--- config.mk ---
export PLATFORM = sky130hd
export DESIGN_NAME = sfa_valu
export DESIGN_NICKNAME = d
export VERILOG_FILES = /design/src/rtl/sfa_valu_pkg.sv /design/src/rtl/sfa_valu_alu.sv /design/src/rtl/sfa_valu.sv
export SDC_FILE = /design/constraint.sdc
export NUM_CORES = 1
export LEC_CHECK = 0
export CORE_ASPECT_RATIO = 0.5
export CORE_MARGIN = 5
export CORE_UTILIZATION = 52
export DETAILED_ROUTE_END_ITERATION = 8
export GPL_TIMING_DRIVEN = 0
export PLACE_DENSITY = 0.79
export SYNTH_ARGS = -nofsm -noshare
export SYNTH_HDL_FRONTEND = slang
export SYNTH_SLANG_ARGS = --single-unit
--- constraint.sdc ---
create_clock -name ACLK -period 5.07 [get_ports ACLK]
set_input_delay 0.7605 -clock ACLK [delete_from_list [all_inputs] [get_ports ACLK]]
set_output_delay 0.7605 -clock ACLK [all_outputs]
set_load 0.01 [all_outputs]
--- src/rtl/sfa_valu_pkg.sv ---
// Shared types and constants for the sfa_valu streaming vector ALU.
// Saturating ADD/SUB is selected at build time with SFA_VALU_SAT_EN.
package sfa_valu_pkg;

    typedef enum logic [3:0] {
        OP_ADD = 4'd1,
        OP_SUB = 4'd2,
        OP_AND = 4'd3,
        OP_OR  = 4'd4,
        OP_XOR = 4'd5
    } opcode_e;

    localparam logic [7:0] ST_OK         = 8'h00;
    localparam logic [7:0] ST_BAD_OPCODE = 8'h01;

    typedef enum logic [2:0] {
        StFetch,
        StDecode,
        StStream,
        StDrain,
        StResp
    } state_e;

    // Command word layout
    localparam int unsigned CmdOpLsb  = 0;
    localparam int unsigned CmdOpW    = 4;
    localparam int unsigned CmdLenLsb = 16;

    function automatic logic isLegalOp(input logic [3:0] op);
        return (op >= 4'(OP_ADD)) && (op <= 4'(OP_XOR));
    endfunction

endpackage

--- src/rtl/sfa_valu_alu.sv ---
// Combinational element operation for sfa_valu.
// SFA_VALU_SAT_EN: ADD/SUB clamp to the signed DATA_W range instead of wrapping.
module sfa_valu_alu
    import sfa_valu_pkg::*;
#(
    parameter int unsigned DATA_W = 32
) (
    input  logic [DATA_W-1:0] a,
    input  logic [DATA_W-1:0] b,
    input  logic [3:0]        opcode,
    output logic [DATA_W-1:0] result
);

    logic [DATA_W-1:0] sum;
    logic [DATA_W-1:0] diff;
    logic [DATA_W-1:0] addRes;
    logic [DATA_W-1:0] subRes;

    assign sum  = a + b;
    assign diff = a - b;

`ifdef SFA_VALU_SAT_EN
    localparam logic [DATA_W-1:0] SatMax = {1'b0, {(DATA_W-1){1'b1}}};
    localparam logic [DATA_W-1:0] SatMin = {1'b1, {(DATA_W-1){1'b0}}};

    logic addOvf;
    logic subOvf;

    // Signed overflow: result sign disagrees with the sign the operands imply
    assign addOvf = (a[DATA_W-1] == b[DATA_W-1]) && (sum[DATA_W-1] != a[DATA_W-1]);
    assign subOvf = (a[DATA_W-1] != b[DATA_W-1]) && (diff[DATA_W-1] != a[DATA_W-1]);
    assign addRes = addOvf ? (a[DATA_W-1] ? SatMin : SatMax) : sum;
    assign subRes = subOvf ? (a[DATA_W-1] ? SatMin : SatMax) : diff;
`else
    assign addRes = sum;
    assign subRes = diff;
`endif

    always_comb begin
        result = '0;
        case (opcode)
            OP_ADD:  result = addRes;
            OP_SUB:  result = subRes;
            OP_AND:  result = a & b;
            OP_OR:   result = a | b;
            OP_XOR:  result = a ^ b;
            default: result = '0;
        endcase
    end

endmodule

--- src/rtl/sfa_valu.sv ---
// Streaming vector ALU: command in, joined operand streams through sfa_valu_alu, status out.
// Build option SFA_VALU_SAT_EN enables saturating ADD/SUB inside the ALU.
module sfa_valu
    import sfa_valu_pkg::*;
#(
    parameter int unsigned DATA_W = 32,
    parameter int unsigned LEN_W  = 16
) (
    input  logic              ACLK,
    input  logic              ARESET,
    output logic              sCMD_tready,
    input  logic              sCMD_tvalid,
    input  logic [31:0]       sCMD_tdata,
    input  logic              mRet_tready,
    output logic              mRet_tvalid,
    output logic [31:0]       mRet_tdata,
    output logic              sIn1_tready,
    input  logic              sIn1_tvalid,
    input  logic [DATA_W-1:0] sIn1_tdata,
    output logic              sIn2_tready,
    input  logic              sIn2_tvalid,
    input  logic [DATA_W-1:0] sIn2_tdata,
    input  logic              mOut_tready,
    output logic              mOut_tvalid,
    output logic [DATA_W-1:0] mOut_tdata
);

    state_e            stateQ, stateD;
    logic              cmdReadyQ;
    logic [3:0]        opcodeQ;
    logic [LEN_W-1:0]  lenQ;
    logic [LEN_W-1:0]  countQ;
    logic [7:0]        statusQ;
    logic              outValidQ;
    logic [DATA_W-1:0] outDataQ;
    logic [DATA_W-1:0] aluResult;
    logic              cmdFire;
    logic              slotFree;
    logic              opFire;
    logic              lastFire;
    logic              unusedCmdBits;

    assign unusedCmdBits = ^sCMD_tdata;

    // Registered ready keeps sCMD_tready low for the first cycle out of reset
    assign sCMD_tready = cmdReadyQ;
    assign cmdFire     = sCMD_tvalid && cmdReadyQ;
    assign opFire      = sIn1_tvalid && sIn1_tready;
    assign lastFire    = opFire && (countQ == lenQ - LEN_W'(1));
    assign mOut_tvalid = outValidQ;
    assign mOut_tdata  = outDataQ;
    assign mRet_tdata  = {16'(countQ), 8'h00, statusQ};

    sfa_valu_alu #(
        .DATA_W(DATA_W)
    ) uAlu (
        .a     (sIn1_tdata),
        .b     (sIn2_tdata),
        .opcode(opcodeQ),
        .result(aluResult)
    );

    always_ff @(posedge ACLK) begin
        if (ARESET) begin
            stateQ <= StFetch;
        end else begin
            stateQ <= stateD;
        end
    end

    always_comb begin
        stateD = stateQ;
        unique case (stateQ)
            StFetch:  if (cmdFire) stateD = StDecode;
            StDecode: begin
                if (!isLegalOp(opcodeQ) || (lenQ == '0)) begin
                    stateD = StResp;
                end else begin
                    stateD = StStream;
                end
            end
            StStream: if (lastFire) stateD = StDrain;
            StDrain:  if (!outValidQ || mOut_tready) stateD = StResp;
            StResp:   if (mRet_tready) stateD = StFetch;
            default:  stateD = StFetch;
        endcase
    end

    always_comb begin
        sIn1_tready = 1'b0;
        sIn2_tready = 1'b0;
        slotFree    = !outValidQ || mOut_tready;
        // Each side's ready waits on the other's valid so the join is all-or-nothing
        if ((stateQ == StStream) && (countQ < lenQ)) begin
            sIn1_tready = sIn2_tvalid && slotFree;
            sIn2_tready = sIn1_tvalid && slotFree;
        end
        mRet_tvalid = (stateQ == StResp);
    end

    always_ff @(posedge ACLK) begin
        if (ARESET) begin
            cmdReadyQ <= 1'b0;
            opcodeQ   <= '0;
            lenQ      <= '0;
            countQ    <= '0;
            statusQ   <= ST_OK;
            outValidQ <= 1'b0;
            outDataQ  <= '0;
        end else begin
            cmdReadyQ <= (stateD == StFetch);
            if (cmdFire) begin
                opcodeQ <= sCMD_tdata[CmdOpLsb +: CmdOpW];
                lenQ    <= sCMD_tdata[CmdLenLsb +: LEN_W];
                countQ  <= '0;
                statusQ <= ST_OK;
            end
            if ((stateQ == StDecode) && !isLegalOp(opcodeQ)) begin
                statusQ <= ST_BAD_OPCODE;
            end
            if (opFire) begin
                outValidQ <= 1'b1;
                outDataQ  <= aluResult;
                countQ    <= countQ + LEN_W'(1);
            end else if (mOut_tready) begin
                outValidQ <= 1'b0;
            end
        end
    end

endmodule

== Word level (Yosys, flattened, before mapping) ==
Cells that the tools add are included.
Word-level totals
  register bits after elaboration: 74
  input port bits: 103
  output and inout bits: 69
  logic and storage cells: 61
Cells by class
  $add $sub $neg: 4
  magnitude comparators: 3
  equality and inequality tests: 10
  multiplexer cells: 15
  bitwise gates (word level): 3
  reductions and logical operators: 18
Operators by type and width (number)
  $pmux W32 S5: 1
  $add A32 B32 Y32: 1
  $and A32 B32 Y32: 1
  $mux W16: 2
  $or A32 B32 Y32: 1
  $sub A32 B32 Y32: 1
  $xor A32 B32 Y32: 1
  $add A16 B1 Y16 const B: 1
  $eq A16 B16 Y1: 1
  $logic_not A16 Y1: 1
  $lt A16 B16 Y1: 1
  $sub A16 B1 Y16 const B: 1
  $mux W3: 5
  $pmux W3 S5: 1
  $eq A4 B2 Y1 const B: 2
  $eq A4 B3 Y1 const B: 2
  $logic_and A1 B1 Y1: 8
  $eq A3 B2 Y1 const B: 2
  $logic_not A3 Y1: 2
  $mux W1: 6
  $reduce_bool A2 Y1: 3
  $eq A4 B1 Y1 const B: 1
  $ge A4 B1 Y1 const B: 1
  $le A4 B3 Y1 const B: 1
  other kinds (4): 6

== Depth between registers and ports, before layout ==
  depth in word-level cells: 9
  gate-level depth with buffers: 19

== Hierarchy ==
A second synthesis with hierarchy kept.
Second synthesis, totals
  cell total of the unflattened synthesis: 1086
  area, all modules: 8034.0 um^2
By module, submodules not included
  sfa_valu_alu: instances 1, cells an instance 579, area each 4106.4 um^2, sequential area each 0.0 um^2
  sfa_valu: instances 1, cells an instance 507, area each 3927.5 um^2, sequential area each 1481.4 um^2

== Worst setup path after synthesis ==
Ideal clock, no wire load.
  kind: in2reg
  start point: in sIn2_tdata[9]
  end point: reg outDataQ[30], in the netlist mOut_tdata[30]
  setup time: 0.122 ns
  arrival time: 4.103 ns
  setup slack: 0.846 ns
  stages: 17
  buffers on the path: 0
  cells stage by stage: or3_1 nor3_1 and3_1 nand2_1 nor4_1 a31oi_1 xnor2_1 ha_1 inv_1 o21bai_1 a21o_1 a21o_1 a211oi_1 nor2_1 a211oi_2 xnor2_1 a221o_1
On the way
  word-level cells in the longest chain between the ends: 2
RTL lines
  start: declaration: RTL line sfa_valu.sv:22  | input logic [DATA_W-1:0] sIn2_tdata,
  $sub A32 B32 Y32 or $add A32 B32 Y32 (tied branches): RTL line sfa_valu_alu.sv:20, sfa_valu_alu.sv:19
  $pmux W32 S5 (*): RTL line sfa_valu_alu.sv:41  | case (opcode)
  end signal: assignment: RTL line sfa_valu.sv:123  | outDataQ <= aluResult;
  end: declaration: RTL line sfa_valu.sv:35  | logic [DATA_W-1:0] outDataQ;
Every way passes the cells marked *; elsewhere a longest branch is shown, timed or not.
A chain may end at the register's enable or synchronous reset.

== Final worst setup path ==
  start point: in sIn2_tdata[7]
  end point: reg outDataQ[30], in the netlist mOut_tdata[30]
Same word-level chain as after synthesis.

==> impl_metrics.toml <==
[synthesis]
synth_top_area_share_pct = 19.19
yosysSeqAreaShare_pct = 19.19
yosys-top-cells-area = "dfxtp_1 (19%), ha_1 (18%), xnor2_1 (7.5%)"
synth_area_sq_um = 7720
ys_types = 67
yosysWarnings = 0
synthFlopType = "dfxtp_1"
yosysTopAreaCell = "dfxtp_1"
synth_edf_count = 0
yosysMostFrequentCell = "ha_1"
synthCells = 1032
ys_top_cells_by_count = "ha_1 (114), inv_1 (92), nor2_1 (92)"
async_flop_share_pct = 0
synth_seq_cells = 74
avgSynthCellArea_sq_um = 7.481

[die]
die_height_um = 96.16
die-width_um = 182.3
core_sq_um = 14510
die_area_sq_um = 17530
core.rowCount = 31
io_pins = 172
initial_utilization_pct = 53.22

[power]
peakVddDrop_v = 0.0001741
power_mw = 2.029
p_leak_nw = 4.103
p_per_area_nw_per_um2 = 206.7

[worst_setup_path]
cp_num_buf_inv = 1
crit_slowest_cell = "clkdlybuf4s50_1"
required_ps = 5300
cp-start-kind = "input pin"
critical_path_depth = 18
reg2reg_to = "mOut_tdata[30]"
crit_arrival_ps = 5050
rrSetupSlack_ps = 330
worstPathCellList = "clkdlybuf4s50_1 -> or3_1 -> nor3_2 -> and3_1 -> nand2_1 -> nor4_4 -> a21oi_1 -> xnor2_1 -> ha_1 -> a21oi_1 -> o21bai_1 -> a21o_1 -> a21o_1 -> a211oi_1 -> nor2_1 -> a211oi_2 -> xnor2_1 -> a221o_1"
cpPeakStageDelay_ps = 520
reg2reg_depth = 16
regToRegStartpoint = "opcodeQ[1]"
critPathKind = "in -> reg"
crit_family = "compound AO/OA/AOI/OAI gates"
critPathMaxFanout = 5
cp-end-kind = "flop"

[layout]
nets = 1420
drive_above_1_share_pct = 4.474
antenna_cells = 0
fin_cells = 1405
syn2layout_area_growth_pct = 27.13

[worst_hold_path]
worstHoldPathType = "reg -> reg"
min_from = "mOut_tdata[26]"
holdPathEnd = "mOut_tdata[26]"
whs_path_depth = 2

[clock_network]
clk_pin_slew_ps = 60
htreeDepth = 3
cts_tree = "done"
clkLatencyLatePin_ps = 350
cts_buffers = 9
cts_hold_buf = 0
cts_buffer_depth = 2
cts_root_buffer = "clkbuf_16"
clock_sinks = 74

[drt]
drc = 0
final_antenna_net_count = 0
first_pass_iters = 4
wl_per_cell_um = 17.88
wl_mm = 25.12
dr_total_vias = 8272
routed_via_density = 5.888
drt_iter0_drc = 628

[placement]
dp_hpwl_mm = 19.74
io_buffers = 144
gp_routability_congestion = 0.9670
post-place-cells = 1388

[global_routing]
grt-ovfl-total = 0
grt_pass1_wl_mm = 39.44
grt_max_degree = 15
grt_use_total_pct = 27.76
antenna_found_initial = 0
grt_pass1_vias = 7851

[sta]
hold_viol = 0
fin_crit_ps = 4820
maxSlewHeadroom_pct = 7.252
finalCritPeriodShare_pct = 95.08
worst_slew_pin_slew_ps = 1372
report.final.slew_viol_count = 0
fmax_mhz = 207.5
rsz0062_at_grt = "false"
setup_viol = 0
clock_skew_ps = 11.71

[status]
outcome = "finished clean"

[run]
max_cap_violations = 0
==> worst min-delay path, stage by stage, from the launching register on <==
cell,delay (ps)
dfxtp_1,320
a2bb2oi_1,60
o21ai_0,60
==> power by group <==
group          leakage (nW)  switching [mW]  internal [mW]  total (mW)
Combinational          3.35           0.411          0.322       0.732
Sequential            0.598          0.0130          0.592       0.605
Clock                 0.150           0.290          0.400       0.691
==> metal layers <==
| metal | vias to the layer above | track usage [%] | share of wire, % |
|---|---|---|---|
| met5 | - | 0 | 0 |
| met4 | 0 | 7.990 | 2.0 |
| met3 | 46 | 5.776 | 6.8 |
| met2 | 298 | 47.81 | 46 |
| met1 | 3943 | 35.59 | 45 |
| li1 | 3985 | - | - |
==> worst max path at each step <==
stage / slack (ps) / from / to
6_report: 250 / sIn2_tdata[7] / mOut_tdata[30]
5_1_grt: 20 / sIn2_tdata[7] / mOut_tdata[30]
4_1_cts: 130 / sIn2_tdata[7] / mOut_tdata[30]
3_5_place_dp: -520 / sIn2_tdata[7] / mOut_tdata[30]
3_3_place_gp: -500 / sIn2_tdata[7] / mOut_tdata[30]
2_1_floorplan: 850 / sIn2_tdata[9] / mOut_tdata[30]
==> placed cells by master, fill, tap and decap left out, drive strengths merged, types with 15 or more instances in the layout <==
cell type      synthesis  routed
nand3                 17      17
a21o                  16      16
conb                   1      15
ha                   114     114
xor2                  18      18
a221oi                22      22
and3                  16      16
o21ai                 58      58
a211oi                17      17
a31oi                 20      20
nand2                 83      83
dfxtp                 74      74
a21oi                 90      90
nor2                  92      92
clkdlybuf4s50          0     144
nor3                  21      21
xnor2                 66      66
buf                   26      28
inv                   92      94
clkbuf                41      50
==> cells by family (layout without fill, tap and decap cells) <==
family | count (synthesis) | count (layout) | share of synthesized area, %
compound gates | 302 | 302 | 25.32
xor+xnor | 84 | 84 | 9.530
fa+ha+maj | 115 | 115 | 18.74
buf+inv | 159 | 320 | 8.655
flops | 74 | 74 | 19.19
mux | 1 | 1 | 0.1297
other cells | 1 | 15 | 0.04858
simple gates | 296 | 296 | 18.40
==> sequential cells by signal, indices dropped and copies added, names as in the netlist <==
register and flops:
countQ 16, lenQ 16, mOut_tdata 32, mOut_tvalid 1, opcodeQ 4, sCMD_tready 1, stateQ 3, statusQ 1
==> per-stage QoR <==
| stage | hold WS [ps] | setup TNS [ps] | utilization [%] | instance area (sq um) | worst slack, ps |
|---|---|---|---|---|---|
| final | 470.2 | 0 | 67.66 | 9814 | 249.6 |
| after global routing | 496.3 | 0 | 67.66 | 9814 | 16.21 |
| after CTS | 469.3 | 0 | 67.41 | 9779 | 132.2 |
| after detailed placement | 455.5 | -1652 | 65.22 | 9462 | -524.5 |
| after global placement | 452.6 | -1449 | 65.22 | 9462 | -502.4 |
| after floorplan | 449.3 | 0 | - | 7772 | 845.6 |
==> cell type report <==
cell class	count	area, sq um
Tap cell	198	247.7
Buffer	66	319.1
Clock inverter	6	72.57
Fill cell	1271	4692
Sequential cell	74	1481
Timing Repair Buffer	146	1456
Multi-Input combinational cell	813	5653
Clock buffer	10	239.0
Inverter	92	345.3
==> what timing repair did <==
action / CTS / global route
endpoints found under the setup margin: 3 / 7
pin swaps: 0 / 2
hold endpoints to repair: 0 / 0
buffers inserted: 0 / 2
gates resized for setup: 1 / 4
Power figures use the tool's default switching activity.
